**src/rtl/wrr_pop_scheduler.sv**
```systemverilog
// Weighted round-robin pop scheduler for a 4-queue FIFO bank: grants a non-empty
// queue in rotating order for up to its weight in consecutive pops, honouring backpressure.
module wrr_pop_scheduler #(
   parameter int unsigned WW = 3
) (
   input  logic            clk,
   input  logic            reset,
   input  logic [3:0]      empty,
   input  logic [4*WW-1:0] weights,
   input  logic            down_full,
   output logic [3:0]      pop,
   output logic            valid,
   output logic [1:0]      pop_id,
   output logic            busy
);

   typedef enum logic {IDLE, SERVE} state_t;

   state_t        state;
   logic [1:0]    ptr;
   logic [1:0]    cur;
   logic [WW-1:0] cnt;
   logic [WW-1:0] wcur;

   logic [1:0]    next_q;
   logic [WW-1:0] w_sel;
   logic [WW-1:0] w_eff;
   logic          pop_any;

   // Rotating search starting just after the last served queue.
   always_comb begin
      logic [1:0] cand;
      logic       found;
      next_q = ptr;
      found  = 1'b0;
      for (int unsigned k = 1; k <= 4; k++) begin
         cand = ptr + k[1:0];
         if (!found && !empty[cand]) begin
            next_q = cand;
            found  = 1'b1;
         end
      end
   end

   always_comb begin
      w_sel = weights[next_q*WW +: WW];
      w_eff = (w_sel == '0) ? WW'(1) : w_sel;
   end

   always_comb begin
      pop = '0;
      if (state == SERVE && !empty[cur] && !down_full)
         pop[cur] = 1'b1;
   end

   assign pop_any = |pop;
   assign busy    = (state == SERVE);

   always_ff @(posedge clk or negedge reset) begin
      if (!reset) begin
         state  <= IDLE;
         ptr    <= 2'd3;
         cur    <= '0;
         cnt    <= '0;
         wcur   <= '0;
         valid  <= 1'b0;
         pop_id <= '0;
      end else begin
         valid <= pop_any;
         if (pop_any)
            pop_id <= cur;
         case (state)
            IDLE: begin
               if (empty != 4'hF) begin
                  cur   <= next_q;
                  wcur  <= w_eff;
                  cnt   <= '0;
                  state <= SERVE;
               end
            end
            SERVE: begin
               if (empty[cur]) begin
                  ptr   <= cur;
                  state <= IDLE;
               end else if (!down_full) begin
                  cnt <= cnt + WW'(1);
                  if (cnt + WW'(1) == wcur) begin
                     ptr   <= cur;
                     state <= IDLE;
                  end
               end
            end
            default: state <= IDLE;
         endcase
      end
   end

endmodule

```
**config.mk**
```make
export PLATFORM = sky130hd
export DESIGN_NAME = wrr_pop_scheduler
export DESIGN_NICKNAME = d
export VERILOG_FILES = /design/src/rtl/wrr_pop_scheduler.sv
export SDC_FILE = /design/constraint.sdc
export NUM_CORES = 1
export LEC_CHECK = 0
export ABC_CLOCK_PERIOD_IN_PS = 1800
export CORE_ASPECT_RATIO = 0.5
export CORE_UTILIZATION = 30
export DETAILED_ROUTE_END_ITERATION = 10
export DONT_BUFFER_PORTS = 1
export REMOVE_ABC_BUFFERS = 1
export SYNTH_ARGS = -nofsm -noshare
export SYNTH_HDL_FRONTEND = slang
export SYNTH_SLANG_ARGS = --single-unit
```
**constraint.sdc**
```tcl
create_clock -name clk -period 1.8 [get_ports clk]
set_input_delay 0.18 -clock clk [delete_from_list [all_inputs] [get_ports clk]]
set_output_delay 0.18 -clock clk [all_outputs]
set_load 0.02 [all_outputs]
```
==> out/results.ini, run 1 <==
[yosys]
synthDistinctLibCells=40
yosys_warnings=0
yosysSeqAreaShare=0.390
syn_inst=92
yosys_most_used_dff=dfrtp_1
ys_seq_elements=14
synth_edf_count=0
synth.avg_cell_area_sq_um=9.83
syn_area_sq_um=905
async_reset_ff_frac=1.00

[sta]
setup_viol=4
layout_min_cycle_time_ns=1.98
drv_slew=0
relSlewSlack=0.574
setup_slack_ns=-0.179
timing.hold.ws_ns=0.131
timing.final.crit_share=1.10
fmax_mhz=505
hold_viol=0
skew_ns=0.00559
worstMarginPinSlew_ns=0.636
rsz0062_at_grt=yes

[floorplan]
start_util=0.331
coreArea_sq_um=2730
fp-row-count=13
die_h_microns=40.8
io_pins=27
die_w_microns=79.7
dieArea_sq_um=3250

[worst_setup_path]
cp_cell_sequence=mux4_2, nor3b_4, nor3b_2, buf_4
worstSetupPathType=flip-flop to primary output
cp.arrival_ns=1.80
crit_fanout=6
start_kind=flip-flop
cp.required_ns=1.62
slowest_stage=mux4_2
path_buf_inv=1
end_kind=primary output
slowest_delay_ns=0.55
cp_top_family=multiplexers

[layout]
nets=130
syn_to_final_growth_pct=29.3
num_antenna_cells=0
drive_gt1_frac=0.376
nFillCells=266
fin_util=0.428

[clock_tree]
cts_max_level=1
cts_tree=yes
clock_path_buffers=2
path_clk_slew_ns=0.06
cts-buffers-inserted=3
clk_latency_ns=0.25
cts_root_buf=clkbuf_8
clock_sinks=14

[power]
peakVddDrop_mv=0.522
power_frac_clock=0.156
seq_power_share=0.312
netSwitchingFraction=0.388
switchingPower_mw=0.766
comb_power_share=0.532
totalPowerFinal_mw=1.98
leakagePower_nw=0.506
p_per_area_nw_per_um2=1690
power.internal_mw=1.21

[global_route]
grt_pass1_wl_microns=3090
grt_max_degree=15
overflow=0
grt_pass1_vias=662
grt_use_total=0.130
antenna_found_initial=0

[placement]
port-buffer-count=0
gp_congestion=0.680
pre_cts_ws_ns=-0.0220
hpwl_microns=1460

[detailed_routing]
ant_nets=0
drt_iter0_markers=20
wl_microns=1940
first_pass_iters=4
drc=0
num_vias=727
viasPerCell=4.98
post_drt_wl_per_cell_microns=13.3

[job]
drv_cap=0

[status]
outcome=finished with violations
violations=negative setup slack

[hold_path]
hp-class=primary input to flip-flop

layer usage:
layer / vias to the layer above / wire length, microns / track usage
met3: 0 / 104 / 0.0511
met5: - / 0 / 0
met1: 349 / 895 / 0.161
met4: 0 / 0 / 0.0409
li1: 367 / - / -
met2: 11 / 938 / 0.216
Yosys cell counts, types with 2 or more instances:
cell      instances  area, sq um
nand2b_1          2         12.5
inv_1             5         18.8
a22o_1            3         26.3
dfstp_2           2         52.6
xnor2_1           3         26.3
o221ai_1          3         26.3
mux2_1            4         45.0
nand2_1          11         41.3
and3b_1           2         17.5
nor2b_1           2         12.5
xor2_1            2         17.5
o21ai_1           7         35.0
dfrtp_1          12          300
nor2_1            4         15.0
nand3_1           5         25.0
metrics by stage:
step / area, sq um / std cells / TNS, ns
3_3_place_gp: 1030 / 139 / 0
6_report: 1170 / 146 / -0.565
4_1_cts: 1140 / 146 / -0.565
5_1_grt: 1170 / 146 / -0.941
3_5_place_dp: 1030 / 139 / -0.0220
2_1_floorplan: 885 / 89 / -0.728
flip-flops by register name, summed over array words and instances, names as in the netlist:
register,cells
busy,1
cnt,3
cur,2
pop_id,2
ptr,2
valid,1
wcur,3
final cells by class:
cell class | count | area [sq um] | share of cell area
Inverter | 5 | 18.8 | 0.0160
Tap cell | 37 | 46.3 | 0.0396
Clock buffer | 4 | 55.1 | 0.0471
Sequential cell | 14 | 353 | 0.302
Timing Repair Buffer | 16 | 123 | 0.105
Multi-Input combinational cell | 70 | 574 | 0.491
cell usage in the layout (no fill, tap or decap), types with 2 or more instances in the layout:
master,count
dfstp_2,2
inv_1,5
nor2_1,4
nor2b_1,2
buf_4,15
clkbuf_8,4
nand2_1,11
a22o_1,3
nand3_1,5
and3b_2,2
mux2_1,4
dfrtp_1,12
o221ai_2,4
o21ai_1,7
xnor2_1,3
cells by family after synthesis:
logic type,count (synthesis),share of synthesized area
multiplexers,7,0.0982
AND/OR/NAND/NOR,33,0.198
XOR/XNOR,5,0.0484
buffers and inverters,8,0.0429
flip-flops,14,0.390
AO/OA/AOI/OAI,24,0.209
adder cells (fa/ha/maj),1,0.0138
worst paths after layout:
| path | from | to | slack (ns) | cells after the start |
|---|---|---|---|---|
| min reg2reg | wcur[2]$_DFFE_PN0P_ | wcur[2]$_DFFE_PN0P_ | 0.50 | 2 |
| max reg2reg | cur[0]$_DFFE_PN0P_ | pop_id[1]$_DFFE_PN0P_ | 0.03 | 4 |
| min in group asynchronous | reset | pop_id[1]$_DFFE_PN0P_ | 0.39 | 1 |
| min | empty[2] | cur[0]$_DFFE_PN0P_ | 0.13 | 2 |
| max in group asynchronous | reset | cnt[2]$_DFFE_PN0P_ | 0.99 | 1 |
| max | cur[0]$_DFFE_PN0P_ | pop[0] | -0.18 | 4 |
power by group through the flow:
stage          clock [mW]  combinational (mW)  sequential [mW]
4_1_cts             0.314                1.03            0.615
2_1_floorplan           0               0.633            0.636
5_1_grt             0.331                1.17            0.635
3_3_place_gp            0               0.936            0.612
6_report            0.309                1.05            0.616
3_5_place_dp            0               0.943            0.618
what timing repair did:
item / 4_1_cts / 5_1_grt
gates cloned: 0 / 0
setup buffers: 2 / 1
endpoints found under the setup margin: 5 / 10
hold endpoints to repair: 14 / 0
pin swaps: 2 / 5
resized for setup: 8 / 5
hold buffers: 1 / 0
Power figures use the tool's default switching activity.
==> run 2, diff against run 1 <==
- CTS_CLUSTER_SIZE: unset -> 16
- PLACE_DENSITY_LB_ADDON: unset -> 0.08
==> run 2 against run 1 <==
Compared with the run above:
- the flow still finishes with violations (negative setup slack)
- design area grew 4.0%
- critical path depth up 1
- final cell count increased by 2.1%
- sequential power rose by 1%
- clock-buffer cell count stayed put
- worst setup slack improved by 0.012 ns
- register-to-register slack worse by 0.05 ns
- clock skew hardly changed
- power rose by 6.8%
- critical path type unchanged
- largest power group unchanged
- non-clock buffer count up 3
- sequential share of layout area is 1.1 points lower
==> out/results.ini, run 2 (synthesized netlist as in run 1, its figures left out) <==
[placement]
gp_congestion=0.711  ; +4.5%
pre_cts_ws_ns=-0.0540  ; -0.0319 ns
hpwl_microns=1570  ; +7.7%
port-buffer-count=0  ; unchanged
placedInstanceArea_sq_um=1030  ; +0.49%
dpl.cell_count=138  ; -0.72%

[layout]
syn_to_final_growth_pct=34.4
reg.largest.list=cnt (3), wcur (3)
drive_gt1_frac=0.420  ; +0.0435
nets=133  ; +2.3%
final_common_cell=buf_4
layout_common_cells=buf_4 (14), dfrtp_1 (12), nand2_1 (10)
finalNonFillerCells=149  ; +2.1%
fin_util=0.445  ; +0.0169
finalInstanceArea_sq_um=1220  ; +4.0%
num_antenna_cells=0  ; unchanged
nFillCells=277  ; +4.1%

[worst_setup_path]
ff2ff_path_depth=6  ; +2
worstSetupPathType=flip-flop to primary output
slowest_delay_ns=0.54  ; about the same
path_buf_inv=2  ; +1
worstSetupPathDepth=5  ; +1
cp.required_ns=1.62  ; about the same
cp.arrival_ns=1.79  ; about the same
r2r_slack_ns=-0.02  ; -0.05 ns
start_kind=flip-flop
crit_fanout=7  ; +1
cp_cell_sequence=mux4_2, nor3b_2, buf_4, nor3b_2, buf_4
end_kind=primary output
slowest_stage=mux4_2
cp_top_family=multiplexers

[clock_tree]
clk_latency_ns=0.25  ; about the same
cts_tree=yes
cts_max_level=1  ; unchanged
cts-buffers-inserted=3  ; unchanged
cts_root_buf=clkbuf_8
clock_sinks=14  ; unchanged
clock_path_buffers=2  ; unchanged
path_clk_slew_ns=0.06  ; about the same

[global_route]
grt_max_degree=15  ; unchanged
antenna_found_initial=0  ; unchanged
overflow=0  ; unchanged
grt_pass1_vias=710  ; +7.3%
grt_use_total=0.151  ; +0.0211
grt_pass1_wl_microns=3430  ; +11%

[sta]
setup_viol=5  ; +1
hold_viol=0  ; unchanged
timing.hold.ws_ns=0.153  ; +0.0220 ns
tns_ns=-0.587  ; -0.0213 ns
rsz0062_at_grt=yes
timing.final.crit_share=1.09  ; -0.00665
layout_min_cycle_time_ns=1.97  ; -0.0120 ns
fmax_mhz=508  ; +0.61%
setup_slack_ns=-0.167  ; +0.0120 ns
worstMarginPinSlew_ns=0.655  ; +0.0187 ns
drv_slew=0  ; unchanged
skew_ns=0.00577  ; +0.000188 ns
relSlewSlack=0.562  ; -0.0125

[detailed_routing]
drc=0  ; unchanged
wl_microns=2090  ; +7.6%
num_vias=752  ; +3.4%
first_pass_iters=4  ; unchanged
viasPerCell=5.05  ; +1.4%
ant_nets=0  ; unchanged
post_drt_wl_per_cell_microns=14.0  ; +5.4%
drt_iter0_markers=19  ; -5.0%

[floorplan]
die_h_microns=40.8  ; unchanged
dieArea_sq_um=3250  ; unchanged
coreArea_sq_um=2730  ; unchanged
io_pins=27  ; unchanged
start_util=0.331  ; unchanged
fp-row-count=13  ; unchanged
die_w_microns=79.7  ; unchanged

[power]
power_frac_clock=0.147  ; -0.009
p_per_area_nw_per_um2=1740  ; +2.7%
leakagePower_nw=0.533  ; +5.4%
netSwitchingFraction=0.383  ; -0.00452
totalPowerFinal_mw=2.11  ; +6.8%
power.internal_mw=1.30  ; +7.6%
peakVddDrop_mv=0.806  ; +54%
switchingPower_mw=0.809  ; +5.6%
comb_power_share=0.557  ; +0.025
seq_power_share=0.296  ; -0.016

[hold_path]
whs_path_depth=2  ; unchanged
hp-class=primary input to flip-flop

[status]
violations=negative setup slack
outcome=finished with violations

[job]
drv_cap=0  ; unchanged

run 2: power by group through the flow:
stage,clock (mW),sequential [mW],combinational [mW]
2_1_floorplan,0,0.636,0.633
3_3_place_gp,0,0.622,0.959
3_5_place_dp,0,0.630,0.972
4_1_cts,0.320,0.626,1.12
5_1_grt,0.337,0.647,1.31
6_report,0.311,0.625,1.17
run 2: what timing repair did:
action	CTS	global route
setup buffers	5	2
endpoints found under the setup margin	5	9
hold endpoints to repair	14	0
gates resized for setup	10	8
hold buffers	1	0
pin swaps	3	5
run 2: cell type report:
type	instances	area, sq um	area share
clock buffer	4	55.1	0.0453
tap	37	46.3	0.0381
multi-input combinational	70	574	0.472
inverter	5	18.8	0.0154
timing repair buffer	19	169	0.139
sequential	14	353	0.290
run 2: final timing paths:
check	start	end
max	cur[0]$_DFFE_PN0P_	pop[0]
min	empty[2]	busy$_DFF_PN0_
max reg2reg	cur[0]$_DFFE_PN0P_	pop_id[1]$_DFFE_PN0P_
min reg2reg	cnt[2]$_DFFE_PN0P_	cnt[2]$_DFFE_PN0P_
max in group asynchronous	reset	cnt[2]$_DFFE_PN0P_
min in group asynchronous	reset	busy$_DFF_PN0_
run 2: metal layers:
metal  global-route usage  wire, microns
met5                    0              0
met1                0.205           1080
met3               0.0467            117
met2                0.224            861
met4               0.0682             29
==> run 3, diff against run 2 <==
- ABC_CLOCK_PERIOD_IN_PS: 1800 -> 2430
- clock period: 1.8 -> 2.43 ns (I/O delays scaled with it)
==> run 3 against run 2 <==
Compared with the run above:
- via count down 3.5%
- clock skew shrank 0.0018 ns
- non-clock buffer count is 15 lower
- the flow now finishes without violations
- register-to-register slack better by 0.50 ns
- design area down 16%
- flip-flop and latch count stayed put
- core utilization is 7.0 points lower
- largest cell class unchanged
- worst setup slack improved by 0.36 ns
==> out/results.ini, run 3 (synthesized netlist as in run 1, its figures left out) <==
[status]
outcome=complete, no violations

[sta]
worstMarginPinSlew_ns=0.655  ; -0.000408 ns
drv_slew=0  ; unchanged
rsz0062_at_grt=no
setup_viol=0  ; -5
layout_min_cycle_time_ns=2.24
fmax_mhz=446
tns_ns=0  ; +0.587 ns
relSlewSlack=0.562  ; about the same
timing.final.crit_share=0.922
skew_ns=0.00394  ; -0.00183 ns
hold_viol=0  ; unchanged

[worst_setup_path]
worst_r2r_endpoint=wcur[0]$_DFFE_PN0P_
cp.arrival_ns=2.00  ; +0.21 ns
r2r_slack_ns=0.48  ; +0.50 ns
worstSetupPathType=flip-flop to primary output
crit_fanout=8  ; +1
r2r_start=ptr[1]$_DFFE_PN1P_
ff2ff_path_depth=6  ; unchanged
start_kind=flip-flop
end_kind=primary output
cp.required_ns=2.19  ; +0.57 ns

[layout]
syn_to_final_growth_pct=13.3
nFillCells=296  ; +6.9%
multi_input_area_sq_um=519  ; -9.6%
drive_gt1_frac=0.175  ; -0.244
num_antenna_cells=0  ; unchanged
layout_common_cells=dfrtp_1 (12), nand2_1 (11), o21ai_1 (7)
reg.largest.list=cnt (3), wcur (3)
final_common_cell=dfrtp_1
fin_util=0.375  ; -0.0701
seq_area_sq_um=353  ; unchanged
finalNonFillerCells=134  ; -10%
nets=118  ; -11%

[global_route]
grt_pass1_wl_microns=3360  ; -2.0%
grt_max_degree=15  ; unchanged
grt_pass1_vias=693  ; -2.4%
grt_use_total=0.148  ; -0.00380
overflow=0  ; unchanged
antenna_found_initial=0  ; unchanged

[hold_path]
whs_path_depth=1  ; -1
hp-class=primary input to flip-flop
worstHoldStart=down_full
whs_endpoint=valid$_DFF_PN0_

[detailed_routing]
viasPerCell=5.42  ; +7.3%
drt_iter0_markers=88  ; +69
post_drt_wl_per_cell_microns=15.3  ; +9.6%
ant_nets=0  ; unchanged
num_vias=726  ; -3.5%
wl_microns=2060  ; -1.4%
first_pass_iters=4  ; unchanged
drc=0  ; unchanged

[placement]
port-buffer-count=0  ; unchanged
hpwl_microns=1550  ; -1.3%
gp_congestion=0.773  ; +8.7%
dpl.cell_count=129  ; -6.5%

[clock_tree]
path_clk_slew_ns=0.06  ; about the same
cts_root_buf=clkbuf_8
clk_latency_ns=0.24  ; about the same
cts_tree=yes
clock_sinks=14  ; unchanged
cts-buffers-inserted=3  ; unchanged
cts_max_level=1  ; unchanged
clock_path_buffers=2  ; unchanged

[floorplan]
die_w_microns=79.7  ; unchanged
coreArea_sq_um=2730  ; unchanged
dieArea_sq_um=3250  ; unchanged
start_util=0.331  ; unchanged
fp-row-count=13  ; unchanged
die_h_microns=40.8  ; unchanged
io_pins=27  ; unchanged

[power]
leakagePower_nw=0.440  ; -18%
p_per_area_nw_per_um2=1280  ; -26%
peakVddDrop_mv=0.396  ; -51%

[job]
drv_cap=0  ; unchanged

[run 3: changes by cell type in the layout (fill, tap and decap cells not counted), sizes merged]
cell / change
buf: -15
[run 3: area by class of cell]
type / count / share of cell area
Inverter: 5 / 0.0183
Clock buffer: 4 / 0.0537
Timing Repair Buffer: 4 / 0.0317
Sequential cell: 14 / 0.344
Tap cell: 37 / 0.0452
Multi-Input combinational cell: 70 / 0.507
[run 3: where the power goes]
| part | internal (mW) | switching, mW | leakage, nW | total [mW] |
|---|---|---|---|---|
| Clock | 0.143 | 0.0828 | 0.0288 | 0.226 |
| Sequential | 0.349 | 0.156 | 0.169 | 0.505 |
| Combinational | 0.280 | 0.297 | 0.241 | 0.577 |
[run 3: worst max-delay path by stage]
stage | startpoint | end | slack, ns | depth (start not counted)
after global placement | cur[0]$_DFFE_PN0P_ | pop[0] | 0.46 | 4
after detailed placement | cur[0]$_DFFE_PN0P_ | pop[0] | 0.37 | 4
after global routing | cur[0]$_DFFE_PN0P_ | pop[1] | 0.09 | 5
after CTS | cur[0]$_DFFE_PN0P_ | pop[0] | 0.11 | 4
final | cur[0]$_DFFE_PN0P_ | pop[0] | 0.19 | 4
after floorplan | cur[0]$_DFFE_PN0P_ | pop[0] | 0.23 | 3
[run 3: repair_timing]
item | in CTS | in global routing
buffers inserted | 0 | 0
gates resized for setup | 0 | 1
setup endpoints to repair | 0 | 1
hold buffers | 1 | 0
endpoints found under the hold margin | 14 | 0
[run 3: worst max-delay path, cell delays in order (launching register included)]
cell,delay (ns)
dfrtp_1,0.45
mux4_2,0.58
nor3b_4,0.33
nor3b_1,0.22
buf_4,0.17
[run 3: metrics by stage]
| step | worst slack [ns] | area [sq um] | hold slack (ns) | power [mW] |
|---|---|---|---|---|
| floorplan | 0.226 | 885 | -0.0526 | 0.940 |
| global placement | 0.456 | 953 | -0.0522 | 1.05 |
| detailed placement | 0.367 | 953 | -0.0523 | 1.07 |
| CTS | 0.106 | 1020 | 0.106 | 1.31 |
| global route | 0.0858 | 1020 | 0.0773 | 1.42 |
| finish | 0.189 | 1020 | 0.0887 | 1.31 |
[run 3: metal layers]
metal,part of all wire,track usage,vias to the layer above
met3,0.051,0.0467,2
met5,0,0,-
li1,-,-,345
met1,0.53,0.206,357
met4,0.0073,0.0409,0
met2,0.41,0.220,22
